File: src/rtl/pipe_stall_ctrl_pkg.sv
// Shared pipeline definitions: datapath widths, stall-sequencer state encodings and defaults.
package pipe_stall_ctrl_pkg;

  localparam int unsigned ASIZE_DEF      = 5;
  localparam int unsigned DSIZE_DEF      = 32;
  localparam int unsigned ISIZE_DEF      = 32;
  localparam int unsigned DM_TIMEOUT_DEF = 15;
  localparam int unsigned CNT_W_DEF      = 16;
  localparam int unsigned WAIT_CNT_W     = 8;

  typedef enum logic [1:0] {
    RUN      = 2'd0,
    MEM_WAIT = 2'd1,
    TRAP     = 2'd2
  } state_t;

endpackage

File: src/rtl/pipe_stall_ctrl_hazard_detect.sv
// Combinational load-use hazard compare between the ID instruction's sources and a load in EX.
module hazard_detect #(
  parameter int unsigned ASIZE = 5
) (
  input  logic [ASIZE-1:0] rs_addr,
  input  logic [ASIZE-1:0] rt_addr,
  input  logic             rs_used,
  input  logic             rt_used,
  input  logic             mem_read,
  input  logic [ASIZE-1:0] waddr,
  output logic             load_use
);

  always_comb begin
    load_use = 1'b0;
    // r0 is hard-wired zero, so a load targeting it never creates a dependency
    if (mem_read && (waddr != '0)) begin
      load_use = (rs_used && (rs_addr == waddr)) ||
                 (rt_used && (rt_addr == waddr));
    end
  end

endmodule

File: src/rtl/pipe_stall_ctrl.sv
// Hazard/stall sequencer for the 5-stage pipeline with data-memory watchdog.
// Optional stall statistics counter enabled by defining STALL_STATS_EN.
module pipe_stall_ctrl
  import pipe_stall_ctrl_pkg::*;
#(
  parameter int unsigned ASIZE      = ASIZE_DEF,
  parameter int unsigned DM_TIMEOUT = DM_TIMEOUT_DEF
`ifdef STALL_STATS_EN
  ,
  parameter int unsigned CNT_W      = CNT_W_DEF
`endif
) (
  input  logic             clk,
  input  logic             rst,
  input  logic [ASIZE-1:0] rs_addr_id,
  input  logic [ASIZE-1:0] rt_addr_id,
  input  logic             rs_used_id,
  input  logic             rt_used_id,
  input  logic             memRead_id_ex,
  input  logic [ASIZE-1:0] waddr_id_ex,
  input  logic             branch_taken_ex,
  input  logic             dm_req_mem,
  input  logic             dm_ready,
  output logic             pc_en,
  output logic             if_id_en,
  output logic             id_ex_en,
  output logic             ex_mem_en,
  output logic             if_id_flush,
  output logic             id_ex_flush,
  output logic             mem_wb_bubble,
  output logic             dm_err
`ifdef STALL_STATS_EN
  ,
  output logic [CNT_W-1:0] stall_cnt
`endif
);

  localparam logic [WAIT_CNT_W-1:0] TIMEOUT_CNT = DM_TIMEOUT[WAIT_CNT_W-1:0];

  state_t                  state, state_next;
  logic [WAIT_CNT_W-1:0]   wait_cnt;
  logic                    load_use;
  logic                    mem_stall;

  hazard_detect #(.ASIZE(ASIZE)) u_hazard_detect (
    .rs_addr  (rs_addr_id),
    .rt_addr  (rt_addr_id),
    .rs_used  (rs_used_id),
    .rt_used  (rt_used_id),
    .mem_read (memRead_id_ex),
    .waddr    (waddr_id_ex),
    .load_use (load_use)
  );

  always_ff @(posedge clk or negedge rst) begin
    if (!rst) state <= RUN;
    else      state <= state_next;
  end

  always_comb begin
    state_next = state;
    unique case (state)
      RUN:      if (dm_req_mem && !dm_ready) state_next = MEM_WAIT;
      MEM_WAIT: begin
        if (dm_ready)                      state_next = RUN;
        else if (wait_cnt == TIMEOUT_CNT)  state_next = TRAP;
      end
      TRAP:     state_next = TRAP;
      default:  state_next = RUN;
    endcase
  end

  always_ff @(posedge clk or negedge rst) begin
    if (!rst) begin
      wait_cnt <= '0;
    end else if (state == RUN && state_next == MEM_WAIT) begin
      wait_cnt <= '0;
    end else if (state == MEM_WAIT && wait_cnt != TIMEOUT_CNT) begin
      wait_cnt <= wait_cnt + 1'b1;
    end
  end

  always_ff @(posedge clk or negedge rst) begin
    if (!rst)                                   dm_err <= 1'b0;
    else if (state != TRAP && state_next == TRAP) dm_err <= 1'b1;
  end

  always_comb begin
    mem_stall = 1'b0;
    unique case (state)
      RUN:      mem_stall = dm_req_mem && !dm_ready;
      MEM_WAIT: mem_stall = !dm_ready;
      TRAP:     mem_stall = 1'b1;
      default:  mem_stall = 1'b0;
    endcase
  end

  // Held in reset the pipeline sees plain run controls regardless of inputs
  always_comb begin
    pc_en         = 1'b1;
    if_id_en      = 1'b1;
    id_ex_en      = 1'b1;
    ex_mem_en     = 1'b1;
    if_id_flush   = 1'b0;
    id_ex_flush   = 1'b0;
    mem_wb_bubble = 1'b0;
    if (rst) begin
      if (mem_stall) begin
        pc_en         = 1'b0;
        if_id_en      = 1'b0;
        id_ex_en      = 1'b0;
        ex_mem_en     = 1'b0;
        mem_wb_bubble = 1'b1;
      end else if (branch_taken_ex) begin
        if_id_flush   = 1'b1;
        id_ex_flush   = 1'b1;
      end else if (load_use) begin
        pc_en         = 1'b0;
        if_id_en      = 1'b0;
        id_ex_flush   = 1'b1;
      end
    end
  end

`ifdef STALL_STATS_EN
  always_ff @(posedge clk or negedge rst) begin
    if (!rst) begin
      stall_cnt <= '0;
    end else if ((mem_stall || load_use) && stall_cnt != '1) begin
      stall_cnt <= stall_cnt + 1'b1;
    end
  end
`endif

endmodule

File: config.mk
export PLATFORM = sky130hd
export DESIGN_NAME = pipe_stall_ctrl
export DESIGN_NICKNAME = d
export VERILOG_FILES = /design/src/rtl/pipe_stall_ctrl_pkg.sv /design/src/rtl/pipe_stall_ctrl_hazard_detect.sv /design/src/rtl/pipe_stall_ctrl.sv
export SDC_FILE = /design/constraint.sdc
export NUM_CORES = 1
export LEC_CHECK = 0
export CAP_MARGIN = 25
export CORE_MARGIN = 4
export CORE_UTILIZATION = 44
export CTS_BUF_LIST = sky130_fd_sc_hd__clkbuf_4 sky130_fd_sc_hd__clkbuf_8
export DETAILED_ROUTE_END_ITERATION = 8
export PLACE_DENSITY_LB_ADDON = 0.05
export SYNTH_ARGS = -nofsm -noshare
export SYNTH_HDL_FRONTEND = slang
export SYNTH_HIERARCHICAL = 1
export SYNTH_SLANG_ARGS = --single-unit
File: constraint.sdc
create_clock -name clk -period 1.7 [get_ports clk]
set_input_delay 0.17 -clock clk [delete_from_list [all_inputs] [get_ports clk]]
set_output_delay 0.17 -clock clk [all_outputs]
set_load 0.01 [all_outputs]
==> results of run 1 <==
critical path: cells and delay by family:
kind / cells / cell delay [ns]
xor+xnor: 1 / 0.14
buf+inv: 3 / 0.35
simple gates: 3 / 0.57
compound gates: 2 / 0.25
routing by layer:
metal	track usage [%]	wire length (um)	vias up
met2	28.63	952	32
li1	-	-	377
met1	22.89	920	348
met5	0	0	-
met4	8.756	34	0
met3	4.819	162	2
cell type report:
class / instances / share of cell area [%]
multi-input cells: 63 / 43.23
repair buffers: 41 / 27.40
flip-flops and latches: 11 / 24.02
clock buffers: 4 / 2.620
well taps: 16 / 1.747
inverters: 3 / 0.9825
cells by family (layout without fill, tap and decap cells):
group                    after synthesis  in the layout
flip-flops                            11             11
buffers and inverters                  5             48
adder cells (fa/ha/maj)                1              1
XOR/XNOR                              12             12
AO/OA/AOI/OAI                         20             20
multiplexers                           1              1
AND/OR/NAND/NOR                       29             29
metrics by stage:
stage	power (mW)	TNS [ns]	setup WS, ns	std cells	instance area, um2
floorplan	0.4552	0	0.03990	79	764.5
global route	0.8210	-0.03358	-0.01377	138	1146
detailed placement	0.5804	-2.885	-0.7270	134	1152
CTS	0.7706	0	0.009886	138	1164
global placement	0.5722	-2.816	-0.6869	134	1152
finish	0.7694	0	0.04477	138	1146
placed cells by master (no fill, tap or decap), types with 2 or more instances in the layout:
cell type        count
nor2_1               3
buf_2                7
o41ai_1              2
a21oi_1              6
nand2b_1             2
nand3_1              4
clkbuf_2             7
nor4_2               2
buf_6                2
xor2_1               9
o21ai_1              4
and3_1               2
o21ai_0              2
buf_4               10
clkdlybuf4s15_1      2
inv_1                2
dlygate4sd2_1        3
dfrtp_1             11
clkbuf_4             4
nand2_1              2
clkdlybuf4s50_1     10
or3_1                2
or4_1                2
state kept, by name, summed over array words and instances (netlist names):
| register | cells |
|---|---|
| dm_err | 1 |
| state | 2 |
| wait_cnt | 8 |
power by group:
group | switching [mW] | leakage (nW) | internal (mW) | total (mW)
Clock | 0.0941 | 0.0184 | 0.107 | 0.201
Combinational | 0.110 | 0.368 | 0.120 | 0.230
Sequential | 0.0408 | 0.144 | 0.297 | 0.338
Total | 0.245 | 0.531 | 0.524 | 0.769
path summary, 6_finish.rpt:
kind / startpoint / to / cells after the start
max in group asynchronous: rst / state[1]$_DFF_PN0_ / 2
worst max-delay path: waddr_id_ex[1] / if_id_en / 9
worst min register to register: dm_err$_DFFE_PN0P_ / dm_err$_DFFE_PN0P_ / 2
min in group clk: dm_err$_DFFE_PN0P_ / dm_err$_DFFE_PN0P_ / 2
worst min-delay path: rst / wait_cnt[3]$_DFFE_PN0P_ / 2
worst max register to register: wait_cnt[6]$_DFFE_PN0P_ / wait_cnt[3]$_DFFE_PN0P_ / 4
what timing repair did:
item | in CTS | in global routing
setup endpoints to repair | 7 | 6
hold buffers | 0 | 0
pin swaps | 11 | 7
gates resized for setup | 50 | 20
==> flow_summary_export.csv, run 1 <==
group,metric,value,unit
logic_synthesis,yosys_warnings,6,
clock_tree,cts_max_level,1,
setup_path,slowest_stage,"nor4_2",
drt,via_per_inst,5.500,
global_routing,overflow,0,
layout,n_antenna_cell,0,
place,gp_congestion,0.8088,
floorplanning,ios,31,
setup_path,r2r_slack,0.15,ns
global_routing,antenna_found_initial,0,
layout,nets,147,
layout,multi_input_area,495.5,um2
sta,hold_viol,0,
clock_tree,cts-buffers-inserted,3,
logic_synthesis,yosys-top-cells-count,"dfrtp_1 (11), xor2_1 (10), a21oi_1 (7)",
drt,wire_per_inst,15.00,um
logic_synthesis,synth_compound_area_share,18.00,%
sta,drv_slew,0,
layout,drive_above_1_share,36.89,%
place,portBuffers,30,
hold_path,hp-class,"input pin to async pin",
clock_tree,cts_setup_buffers,0,
logic_synthesis,synth-seq-cells,11,
drt,initialDrtViolationCount,20,
clock_tree,cts.sinks,11,
logic_synthesis,synth_cell_types,33,
logic_synthesis,synthCells,79,
power_and_ir_drop,p_leak,0.5309,nW
setup_path,cp-end-kind,"output port",
power_and_ir_drop,power_density,671.3,nW/um2
power_and_ir_drop,peakVddDrop,618.1,uV
logic_synthesis,avgSynthCellArea,9.677,um2
logic_synthesis,synth_area_leaders,"dfrtp_1 (36%), xor2_1 (11%), a21oi_1 (4.6%), o211ai_4 (2.8%), nand3_1 (2.6%)",
layout,area_growth,49.92,%
drt,vias,759,
sta,tightest_slew,0.3415,ns
setup_path,cp.arrival,1.49,ns
sta,fin_crit_sh,97.37,%
setup_path,required,1.53,ns
clock_tree,clockBufferDepth,2,
setup_path,crit_top_cell,"buf_6",
logic_synthesis,yosysMostFrequentCell,"dfrtp_1",
global_routing,grt_pass1_vias,784,
layout,nFillCells,128,
setup_path,critPathKind,"input pin to output port",
logic_synthesis,yosysTopAreaCell,"dfrtp_1",
drt,firstDrtPassIters,4,
status,status,"finished, final reports clean",
floorplanning,core.rowCount,14,
sta,grt_setup_unrepaired,"true",
floorplanning,core,1577,um2
sta,finalSetupViolations,0,
floorplanning,die_h,49.68,um
logic_synthesis,synthFlopType,"dfrtp_1",
drt,drt_wl_total,2070,um
logic_synthesis,synth_fa_ha_area_share,1.637,%
clock_tree,root_buffer,"clkbuf_4",
logic_synthesis,ys_seq_area_share,36.01,%
layout,utilization,72.70,%
logic_synthesis,syn_area,764.5,um2
floorplanning,initial_core_util,48.49,%
setup_path,critPathLaunchType,"input pin",
global_routing,grt_max_degree,12,
logic_synthesis,synthMuxAreaShare,1.309,%
logic_synthesis,yosys.area_share.xor_xnor,13.75,%
layout,seq_area,275.3,um2
sta,holdWs,0.3647,ns
clock_tree,tritoncts,"done",
clock_tree,insertion_delay,0.28,ns
logic_synthesis,netlist.area_leader.share,36.01,%
floorplanning,die_area,2468,um2
logic_synthesis,syn_nets,103,
sta,min_period,1.655,ns
setup_path,slowest_delay,0.29,ns
setup_path,cp_max_fo,2,
place,hpwl,1598,um
logic_synthesis,synth_edf_count,0,
run,maxCapViolCount,0,
sta,max_slew_margin,77.02,%
logic_synthesis,postSynth.asyncResetShare,100.0,%
global_routing,grt_use_total,18.19,%
logic_synthesis,synth_top_family_by_area,"simple AND/OR/NAND/NOR gates",
drt,drc,0,
sta,fmax,604.1,MHz
clock_tree,cts.clk_slew.worst_paths,0.07,ns
global_routing,grt_pass1_wl,3443,um
sta,skew,0.002963,ns
floorplanning,die_x,49.68,um
logic_synthesis,synth_simple_gate_area_share,25.86,%
drt,drtAntennaViolNets,0,
setup_path,path_cells,"buf_6 -> buf_6 -> xor2_2 -> nor4_2 -> nand3_1 -> a21oi_2 -> nor2b_1 -> o21ai_1 -> buf_2",
No activity file was read; power rests on OpenSTA's default activity.
==> run 2: changes to the inputs <==
--- a/config.mk
+++ b/config.mk
@@ -6,12 +6,11 @@
 export NUM_CORES = 1
 export LEC_CHECK = 0
 export CAP_MARGIN = 25
-export CORE_MARGIN = 4
 export CORE_UTILIZATION = 44
 export CTS_BUF_LIST = sky130_fd_sc_hd__clkbuf_4 sky130_fd_sc_hd__clkbuf_8
+export CTS_CLUSTER_SIZE = 16
 export DETAILED_ROUTE_END_ITERATION = 8
 export PLACE_DENSITY_LB_ADDON = 0.05
 export SYNTH_ARGS = -nofsm -noshare
 export SYNTH_HDL_FRONTEND = slang
-export SYNTH_HIERARCHICAL = 1
 export SYNTH_SLANG_ARGS = --single-unit
==> flow_summary_export.csv, run 2 <==
group,metric,value,unit
logic_synthesis,syn_area,759.5,um2
global_routing,grt_pass1_vias,800,
floorplanning,ios,31,
sta,fin_crit_sh,97.94,%
sta,tightest_slew,0.3342,ns
sta,grt_setup_unrepaired,"true",
sta,holdWs,0.2856,ns
clock_tree,ctsHoldBuffers,0,
clock_tree,cts-buffers-inserted,3,
logic_synthesis,synthCells,78,
layout,top_register,"wait_cnt",
status,status,"finished with violations",
logic_synthesis,postSynth.asyncResetShare,100.0,%
clock_tree,tritoncts,"done",
layout,largest_reg_flops,8,
drt,wire_per_inst,15.61,um
sta,max_slew_margin,77.43,%
logic_synthesis,yosysMostFrequentCell,"dfrtp_1",
clock_tree,clockBufferDepth,2,
layout,nFillCells,107,
layout,n_antenna_cell,0,
layout,reg.largest.list,"wait_cnt x8, state x2, dm_err x1",
global_routing,grt_max_degree,14,
drt,via_per_inst,5.449,
global_routing,overflow,0,
place,preCtsSetupSlack,-0.5825,ns
clock_tree,root_buffer,"clkbuf_4",
layout,area_growth,67.38,%
layout,nets,156,
layout,layout_common_cells,"buf_4 (20), dfrtp_1 (11), clkdlybuf4s50_1 (10)",
logic_synthesis,netlist.area_leader.share,36.24,%
sta,drv_slew,0,
clock_tree,cts.sinks,11,
place,gp_congestion,0.8302,
setup_path,slowest_stage,"dfrtp_1",
power_and_ir_drop,combPwrFrac,34.3,%
sta,fin_ws,0.03496,ns
place,portBuffers,30,
drt,drt_wl_total,2295,um
global_routing,antenna_found_initial,0,
sta,hold_viol,0,
power_and_ir_drop,switchingPower,0.2516,mW
logic_synthesis,synth_area_leaders,"dfrtp_1 (36%), xor2_1 (12%), xnor2_1 (4.6%), nor2_1 (3.5%), mux2i_1 (2.6%)",
logic_synthesis,yosys_warnings,0,
logic_synthesis,ys_seq_area_share,36.24,%
power_and_ir_drop,p_seq_share,41.5,%
sta,skew,0.007511,ns
global_routing,grt_use_total,25.00,%
setup_path,cp-end-kind,"output port",
layout,stdcell_count,147,
power_and_ir_drop,p_int,0.5535,mW
setup_path,critPathLaunchType,"flip-flop",
setup_path,critPathKind,"flip-flop to output port",
layout,multi_input_area,518.0,um2
setup_path,slowest_delay,0.43,ns
run,maxCapViolCount,0,
floorplanning,die_x,43.55,um
setup_path,cp_max_fo,4,
sta,min_period,1.665,ns
floorplanning,die_area,1896,um2
logic_synthesis,synth_cell_types,31,
logic_synthesis,yosysTopAreaCell,"dfrtp_1",
setup_path,required,1.53,ns
floorplanning,die_h,43.55,um
setup_path,path_cells,"buf_4 -> o31ai_4 -> nand2_2 -> buf_4 -> inv_1 -> buf_2",
clock_tree,cts_max_level,1,
clock_tree,insertion_delay,0.27,ns
drt,vias,801,
drt,initialDrtViolationCount,26,
floorplanning,core,1559,um2
logic_synthesis,yosys-top-cells-count,"dfrtp_1 (11), xor2_1 (10), nor2_1 (7)",
status,violations,"DRC",
setup_path,crit_family,"buffers and inverters",
drt,drtAntennaViolNets,0,
power_and_ir_drop,peakVddDrop,671.9,uV
place,hpwl,1630,um
hold_path,hp-class,"input pin to async pin",
power_and_ir_drop,p_leak,0.6002,nW
place,dp.cells,137,
place,dpl-instance-area,1177,um2
logic_synthesis,synth_edf_count,0,
sta,finalSetupViolations,0,
logic_synthesis,avgSynthCellArea,9.737,um2
setup_path,cp.arrival,1.50,ns
power_and_ir_drop,p_total,0.8052,mW
logic_synthesis,synthFlopType,"dfrtp_1",
clock_tree,cts.clk_slew.worst_paths,0.07,ns
layout,seq_area,275.3,um2
floorplanning,initial_core_util,48.72,%
setup_path,critPathBufInv,4,
sta,fmax,600.6,MHz
drt,firstDrtPassIters,6,
logic_synthesis,syn_nets,102,
layout,postLayoutCellArea,1271,um2
power_and_ir_drop,clockPowerShare,24.2,%
setup_path,crit_top_cell,"buf_4",
layout,final_common_cell,"buf_4",
layout,drive_above_1_share,36.64,%
power_and_ir_drop,swShare,31.25,%
drt,drc,4,
power_and_ir_drop,power_density,633.4,nW/um2
global_routing,grt_pass1_wl,3484,um
logic_synthesis,synth-seq-cells,11,
floorplanning,core.rowCount,14,
==> run 2: area by class of cell <==
class / instances / area share (%)
clock buffers: 4 / 2.362
inverters: 3 / 0.8858
multi-input cells: 62 / 40.75
flip-flops and latches: 11 / 21.65
well taps: 16 / 1.575
repair buffers: 51 / 32.78
==> run 2: power by group through the flow <==
stage / Clock [mW] / Combinational [mW] / Sequential [mW]
6_report: 0.195 / 0.276 / 0.334
5_1_grt: 0.216 / 0.310 / 0.339
2_1_floorplan: 0 / 0.128 / 0.333
4_1_cts: 0.199 / 0.254 / 0.333
3_3_place_gp: 0 / 0.254 / 0.336
3_5_place_dp: 0 / 0.264 / 0.338
==> run 2: final timing paths <==
path,endpoint,startpoint,cells after the start,slack [ns]
max,mem_wb_bubble,state[1]$_DFF_PN0_,6,0.03
min in group clk,dm_err$_DFFE_PN0P_,dm_err$_DFFE_PN0P_,2,0.52
min,wait_cnt[4]$_DFFE_PN0P_,rst,2,0.29
max in group asynchronous,wait_cnt[2]$_DFFE_PN0P_,rst,2,1.24
max reg2reg,wait_cnt[1]$_DFFE_PN0P_,wait_cnt[4]$_DFFE_PN0P_,4,0.11
min reg2reg,dm_err$_DFFE_PN0P_,dm_err$_DFFE_PN0P_,2,0.52
==> run 2: routing by layer <==
layer  part of all wire, %  track usage, %  vias to the layer above
li1                      -               -                      395
met1                    42           31.75                      384
met2                    53           43.58                       20
met3                   3.8           5.000                        2
met4                  0.48           5.625                        0
met5                     0               0                        -
==> run 2: cell families (layout without fill, tap and decap cells) <==
| group | Yosys count | count (layout) | share of synthesized area (%) |
|---|---|---|---|
| simple gates | 30 | 30 | 22.74 |
| flops | 11 | 11 | 36.24 |
| fa+ha+maj | 1 | 1 | 1.647 |
| mux | 2 | 2 | 2.636 |
| xor+xnor | 14 | 14 | 16.14 |
| compound gates | 15 | 15 | 17.13 |
| buf+inv | 5 | 58 | 3.459 |
==> run 2: through the flow <==
step | setup TNS [ns] | util [%]
floorplan | 0 | -
global placement | -2.120 | 75.52
detailed placement | -2.325 | 75.52
CTS | 0 | 76.89
global route | -0.06539 | 81.54
finish | 0 | 81.54
==> run 2: repair_timing <==
action,CTS,global route
endpoints found under the setup margin,7,5
resized for setup,38,21
setup buffers,4,2
pin swaps,8,8
